$ cat config.mk
export PLATFORM = sky130hd
export DESIGN_NAME = seq_addsub
export DESIGN_NICKNAME = d
export VERILOG_FILES = /design/src/rtl/seq_addsub.sv
export SDC_FILE = /design/constraint.sdc
export NUM_CORES = 1
export LEC_CHECK = 0
export BUFFER_PORTS_ARGS = -buffer_cell sky130_fd_sc_hd__buf_2
export CAP_MARGIN = 5
export CORE_MARGIN = 5
export CORE_UTILIZATION = 59
export DETAILED_ROUTE_END_ITERATION = 16
export PLACE_DENSITY_LB_ADDON = 0.15
export SYNTH_ARGS = -nofsm -noshare
export SYNTH_HDL_FRONTEND = slang
export SYNTH_SLANG_ARGS = --single-unit
$ cat constraint.sdc
create_clock -name clk -period 7.06 [get_ports clk]
set_input_delay 0.353 -clock clk [delete_from_list [all_inputs] [get_ports clk]]
set_output_delay 0.353 -clock clk [all_outputs]
set_load 0.005 [all_outputs]
$ cat src/rtl/seq_addsub.sv
// Multi-cycle add/subtract: CHUNK bits per clock, LSB first, carry held in a register between chunks.
// Latency: start accepted at edge 0, done pulses for the cycle after edge N (N = WIDTH/CHUNK); one op per N+1 cycles.
// Backpressure: none; start is ignored while busy, and operands/mode are latched at accept.
//
// Ports:
//   clk, rst_n       clock, asynchronous active-low reset
//   start, sub       request (sampled when not busy), 0 = a+b / 1 = a-b
//   a, b             WIDTH-bit operands
//   busy, done       high while running / one-cycle result-valid pulse
//   sum              result, held until the next completed operation
//   c_out, ovf, zero carry out of MSB (not-borrow for subtract), signed overflow, sum == 0
module seq_addsub #(
  parameter int WIDTH = 8,
  parameter int CHUNK = 2
) (
  input  logic             clk,
  input  logic             rst_n,
  input  logic             start,
  input  logic             sub,
  input  logic [WIDTH-1:0] a,
  input  logic [WIDTH-1:0] b,
  output logic             busy,
  output logic             done,
  output logic [WIDTH-1:0] sum,
  output logic             c_out,
  output logic             ovf,
  output logic             zero
);

  localparam int N  = WIDTH / CHUNK;
  localparam int CW = (N > 1) ? $clog2(N) : 1;

  if (WIDTH < 2) begin : g_bad_width
    $error("seq_addsub: WIDTH must be at least 2");
  end
  if ((CHUNK < 1) || (WIDTH % CHUNK != 0)) begin : g_bad_chunk
    $error("seq_addsub: CHUNK must be >= 1 and divide WIDTH");
  end

  typedef enum logic [1:0] {
    IDLE = 2'd0,
    RUN  = 2'd1,
    DONE = 2'd2
  } state_t;

  state_t            state_q;
  logic [WIDTH-1:0]  a_q;
  logic [WIDTH-1:0]  b_q;       // already inverted for subtract
  logic              carry_q;
  logic [CW-1:0]     cnt_q;
  logic [WIDTH-1:0]  res_q;     // partial result, only exposed via sum at DONE
  logic              busy_q;
  logic              done_q;
  logic [WIDTH-1:0]  sum_q;
  logic              c_q;
  logic              v_q;
  logic              z_q;

  // Chunk datapath
  int unsigned       lsb;
  logic [CHUNK-1:0]  a_chunk;
  logic [CHUNK-1:0]  b_chunk;
  logic [CHUNK-1:0]  s_chunk;
  logic              c_chunk_d;
  logic              c_into_top_d;
  logic [WIDTH-1:0]  res_d;
  logic              last_d;

  always_comb begin
    lsb     = int'(cnt_q) * CHUNK;
    a_chunk = a_q[lsb +: CHUNK];
    b_chunk = b_q[lsb +: CHUNK];
    {c_chunk_d, s_chunk} = {1'b0, a_chunk} + {1'b0, b_chunk} + {{CHUNK{1'b0}}, carry_q};
    // Recover the carry into the chunk's top bit from its sum bit; on the last
    // chunk that bit is the word MSB, which is what signed overflow needs.
    c_into_top_d = s_chunk[CHUNK-1] ^ a_chunk[CHUNK-1] ^ b_chunk[CHUNK-1];
    res_d        = res_q;
    res_d[lsb +: CHUNK] = s_chunk;
    last_d       = (cnt_q == CW'(N - 1));
  end

  always_ff @(posedge clk or negedge rst_n) begin
    if (!rst_n) begin
      state_q <= IDLE;
      a_q     <= '0;
      b_q     <= '0;
      carry_q <= 1'b0;
      cnt_q   <= '0;
      res_q   <= '0;
      busy_q  <= 1'b0;
      done_q  <= 1'b0;
      sum_q   <= '0;
      c_q     <= 1'b0;
      v_q     <= 1'b0;
      z_q     <= 1'b0;
    end else begin
      done_q <= 1'b0;
      case (state_q)
        IDLE, DONE: begin
          if (start) begin
            a_q     <= a;
            b_q     <= sub ? ~b : b;
            carry_q <= sub;     // +1 completes the two's-complement negation
            cnt_q   <= '0;
            busy_q  <= 1'b1;
            state_q <= RUN;
          end else begin
            busy_q  <= 1'b0;
            state_q <= IDLE;
          end
        end
        RUN: begin
          res_q   <= res_d;
          carry_q <= c_chunk_d;
          if (last_d) begin
            // All result outputs change together, so no partial value is visible.
            sum_q   <= res_d;
            c_q     <= c_chunk_d;
            v_q     <= c_into_top_d ^ c_chunk_d;
            z_q     <= (res_d == '0);
            busy_q  <= 1'b0;
            done_q  <= 1'b1;
            state_q <= DONE;
          end else begin
            cnt_q   <= cnt_q + CW'(1);
          end
        end
        default: begin
          busy_q  <= 1'b0;
          state_q <= IDLE;
        end
      endcase
    end
  end

  assign busy  = busy_q;
  assign done  = done_q;
  assign sum   = sum_q;
  assign c_out = c_q;
  assign ovf   = v_q;
  assign zero  = z_q;

endmodule
==> impl_metrics.ini, run 1 <==
[sta]
setup_viol = 0
finalClockSkew_ps = 3.987
final_hold_viol_count = 0
rsz0062_at_grt = false
period_needed_ps = 2975
fin_setup_tns_ps = 0
timing.slew.headroom_pct = 36.78
drv_slew = 0
setup_slack_ps = 4085
worst_pin_slew_ps = 948.2
max_freq_mhz = 336.1
timing.final.crit_share_pct = 42.14

[synthesis]
syn_area_sq_um = 1973
postSynthCellCount = 181
ys_seq_elements = 41
seq_area_frac_synth_pct = 52.00
yosysWarnings = 0
synth_cell_types = 27
synth_area_per_cell_sq_um = 10.90
synth_fp_nets = 209

[setup_path]
startpoint_type = flop
worst-path-max-fanout = 11
required_ps = 7270
crit_buf_inv = 1
worstPathArrival_ps = 3190
crit_chain = mux4_1 > fa_1 > inv_1 > fa_1 > xnor2_1 > xnor2_2 > xnor2_1 > o21ai_1
critPathCaptureType = flop
cpPeakStageDelay_ps = 640
reg2reg_slack_ps = 4080
cpLargestDelayFamily = adder cells
cp_slowest_cell = mux4_1
crit_type = reg2reg

[detailed_routing]
viasPerCell = 5.285
route.detailed.drc = 0
wl_um = 3545
drt.antenna.violating_nets = 0
vias = 1353
first_iter_violations = 76
wl_per_cell_um = 13.85
drtPass1Iterations = 4

[final_layout]
n_antenna_cell = 0
utilization_pct = 66.70
layoutNonFillerInstCount = 256
layout-drive-gt1-share_pct = 22.86
final_net_count = 239
area_growth_pct = 11.03
design_area_sq_um = 2191

[placement]
place.gp.congestion = 0.8055
portBuffers = 32
hpwl_um = 2672
post-place-ws_ps = 4081
dpl_cell_area_sq_um = 2148
placed_cells = 250

[global_route]
grt_pass1_wl_um = 6196
grt_overflow = 0
grt_max_degree = 42
grt_pass1_vias = 1372
antenna_found_initial = 0
grt_usage_pct = 18.56

[clock_network]
cts_made_buffers = 5
holdBufCountCts = 0
htreeDepth = 2
cts_setup_buffers = 0
cts_buffer_depth = 2
cts.repair.resized = 0
path_clk_slew_ps = 110
cts_sinks = 41
clkLatencyLatePin_ps = 350
cts_tree = yes
root_buffer = clkbuf_4

[floorplan]
ios = 33
rows = 21
fp.dieH_um = 67.83
dieArea_sq_um = 4601
initial_core_util_pct = 60.08
core-area_sq_um = 3284
dieWidth_um = 67.83

[flow_run]
drv_cap = 0

[power_and_ir_drop]
power.density_nw_per_um2 = 492.0
leakagePower_nw = 1.062
vdd_drop_max_v = 0.0002086

[min_path]
min_path_type = in2async

[outcome]
status = completed
layout by cell type (no fill, tap or decap), types with 2 or more instances in the layout:
cell type  instances
nand4_1            2
nand3_1            2
nor2b_1           11
nand2b_1           2
dfrtp_1           41
mux4_1             3
mux2_2             8
inv_1             10
nor2_1             3
a41oi_1            2
nand2_1           28
a31oi_1            5
buf_2             32
fa_1               2
ha_1               6
o21ai_0           29
xnor2_1           10
clkbuf_4           5
routing by layer:
layer	up-vias	global-route usage [%]	part of all wire, %
met5	-	0	0
met4	0	9.677	2.1
met3	5	5.583	6.6
met2	40	30.74	49
met1	636	21.80	42
li1	672	-	-
cell usage after synthesis:
master	count	area (sq um)
xnor2_1	10	87.58
dfrtp_1	41	1026
nor2_1	3	11.26
nand4_1	2	12.51
o21ai_1	1	5.000
nand2b_1	2	12.51
a21oi_1	1	5.000
mux4_2	1	22.52
and2b_1	1	7.510
xnor2_2	1	16.27
nor2b_1	11	68.82
a311oi_1	1	8.760
buf_2	1	5.000
ha_1	6	75.07
mux4_1	3	78.83
a41oi_1	2	17.52
nand2_1	28	105.1
o221ai_1	1	8.760
clkbuf_1	7	26.28
inv_1	10	37.54
o21ai_0	29	145.1
nand3b_1	1	7.510
mux2_2	8	90.09
a31oi_1	5	31.28
fa_1	2	40.04
buf_6	1	11.26
nand3_1	2	10.01
per-stage QoR:
| stage | hold WS (ps) | total power, mW |
|---|---|---|
| after floorplan | 57.41 | 0.8512 |
| after global placement | 458.5 | 0.9537 |
| after detailed placement | 465.7 | 0.9852 |
| after CTS | 124.9 | 1.089 |
| after global routing | 183.5 | 1.176 |
| final | 99.45 | 1.078 |
final cells by class:
class | instances | area [sq um]
Multi-Input combinational cell | 121 | 867.1
Tap cell | 46 | 57.56
Clock inverter | 1 | 5.005
Clock buffer | 5 | 37.54
Fill cell | 287 | 1094
Inverter | 10 | 37.54
Sequential cell | 41 | 1026
Timing Repair Buffer | 32 | 160.2
power by group:
group | leakage, nW | internal [mW] | switching [mW]
sequential | 0.524 | 0.336 | 0.0668
clock | 0.0269 | 0.0346 | 0.0701
combinational | 0.511 | 0.273 | 0.297
total | 1.06 | 0.644 | 0.434
sequential cells by signal (all words and copies together), names as in the netlist, 2 cells and up:
name / flops
a_q: 8
b_q: 8
cnt_q: 2
res_q: 8
sum: 8
cells by family after synthesis:
group                    share of synthesized area [%]
flip-flops                                       52.00
adder cells (fa/ha/maj)                          5.834
multiplexers                                     9.702
buffers and inverters                            4.059
XOR/XNOR                                         5.263
AO/OA/AOI/OAI                                    11.22
AND/OR/NAND/NOR                                  11.92
path summary, 6_finish.rpt:
kind,to,cells past startpoint,startpoint
min reg2reg,b_q[3],2,b_q[3]
min in group clk,a_q[1],2,a[1]
max in group asynchronous,a_q[0],1,rst_n
max reg2reg,ovf,8,cnt_q[0]
max,ovf,8,cnt_q[0]
min,c_out,1,rst_n
(Power assumes the default switching activity.)
==> run 2: changes to the inputs <==
Settings changed: CORE_UTILIZATION 59 to 55.
Clock period 7.06 ns to 3.1 ns, I/O delays scaled along.
==> run 2 against run 1 <==
Net effect:
- global-route usage is 2.2 points lower
- worst hold slack worse by 67 ps
- utilization is 0.48 points lower
- cell count is 2.0% higher
- critical path type unchanged
- highest routed layer unchanged
==> impl_metrics.ini, run 2 (same netlist as run 1, synthesis figures left out) <==
[outcome]
status = completed

[power_and_ir_drop]
seqPwrFrac_pct = 34.9
power_switching_share_pct = 38.44
power_mw = 2.586
combPwrFrac_pct = 51.0
vdd_drop_max_v = 0.0005123
leakagePower_nw = 1.092
p_switching_uw = 994.0
power.density_nw_per_um2 = 1143
internal-power_mw = 1.592
power_frac_clock_pct = 14.1

[global_route]
grt_pass1_vias = 1489
grt_overflow = 0
grt_usage_pct = 16.33
grt_max_degree = 42
antenna_found_initial = 0
grt_pass1_wl_um = 6410

[clock_network]
htreeDepth = 2
clkLatencyLatePin_ps = 350
root_buffer = clkbuf_4
cts_buffer_depth = 2
path_clk_slew_ps = 130
cts_made_buffers = 5
cts_sinks = 41
cts_tree = yes
cts.repair.resized = 0
cts_setup_buffers = 0
holdBufCountCts = 1

[setup_path]
crit_type = reg2reg
startpoint_type = flop
critical_path_depth = 8
r2r_cells = 8
required_ps = 3340
crit_buf_inv = 1
cp-startpoint = cnt_q[0]
timing.rr.start = cnt_q[0]
cpPeakStageDelay_ps = 630
critPathCaptureType = flop
crit_chain = mux4_1 > fa_1 > inv_1 > fa_1 > xnor2_1 > xnor2_2 > xnor2_1 > o21ai_1
cp_slowest_cell = mux4_1
worstPathArrival_ps = 3060
reg2reg_to = ovf
cpLargestDelayFamily = adder cells
worst-path-max-fanout = 5
endpoint = ovf
reg2reg_slack_ps = 290

[final_layout]
multi_input_area_sq_um = 867.1
layout_common_cells = dfrtp_1 (41), buf_2 (32), o21ai_0 (29)
layout-drive-gt1-share_pct = 24.19
layoutNonFillerInstCount = 261
area_growth_pct = 14.65
n_antenna_cell = 0
n_fill_cell = 300
final_net_count = 242
utilization_pct = 66.23
seq_area_sq_um = 1026
design_area_sq_um = 2262
final_common_cell = dfrtp_1

[detailed_routing]
first_iter_violations = 70
wl_um = 3600
drtPass1Iterations = 4
drt.antenna.violating_nets = 0
wl_per_cell_um = 13.79
vias = 1366
viasPerCell = 5.234
route.detailed.drc = 0

[sta]
drv_slew = 0
finalClockSkew_ps = 11.29
setup_viol = 0
timing.slew.headroom_pct = 37.70
timing.hold.ws_ps = 32.70
worst_pin_slew_ps = 934.5
max_freq_mhz = 355.6
timing.final.crit_share_pct = 90.70
final_hold_viol_count = 0
rsz0062_at_grt = false
fin_setup_tns_ps = 0
period_needed_ps = 2812
setup_slack_ps = 288.2

[floorplan]
core-area_sq_um = 3416
fp.dieH_um = 69.90
rows = 21
ios = 33
dieArea_sq_um = 4885
initial_core_util_pct = 57.77
dieWidth_um = 69.90

[placement]
dpl_cell_area_sq_um = 2163
place.gp.congestion = 0.7919
hpwl_um = 2587
portBuffers = 32
placed_cells = 252
post-place-ws_ps = 301.0

[min_path]
min_path_type = in2reg
hold_depth = 2

[flow_run]
drv_cap = 0
-- run 2: final cells by class --
cell class / instances / area share, %
Clock buffer: 6 / 2.268
Timing Repair Buffer: 35 / 8.186
Inverter: 10 / 1.659
Multi-Input combinational cell: 121 / 38.33
Clock inverter: 2 / 1.659
Tap cell: 46 / 2.544
Sequential cell: 41 / 45.35
-- run 2: per-layer routing --
layer | wire [um] | share of wire, % | track usage, %
met5 | 0 | 0 | 0
met1 | 1539 | 43 | 17.72
met3 | 194 | 5.4 | 5.595
met4 | 55 | 1.5 | 6.383
met2 | 1811 | 50 | 29.07
-- run 2: worst min path at each step --
stage / from / endpoint
2_1_floorplan: rst_n / a_q[0]
3_3_place_gp: rst_n / sum[0]
3_5_place_dp: rst_n / sum[0]
4_1_cts: a[3] / a_q[3]
5_1_grt: a[0] / a_q[0]
6_report: a[6] / a_q[6]
-- run 2: power by group through the flow --
stage / sequential, mW / clock, mW / combinational (mW)
2_1_floorplan: 0.880 / 0 / 1.06
3_3_place_gp: 0.908 / 0 / 1.28
3_5_place_dp: 0.917 / 0 / 1.33
4_1_cts: 0.906 / 0.372 / 1.34
5_1_grt: 0.933 / 0.392 / 1.50
6_report: 0.901 / 0.365 / 1.32
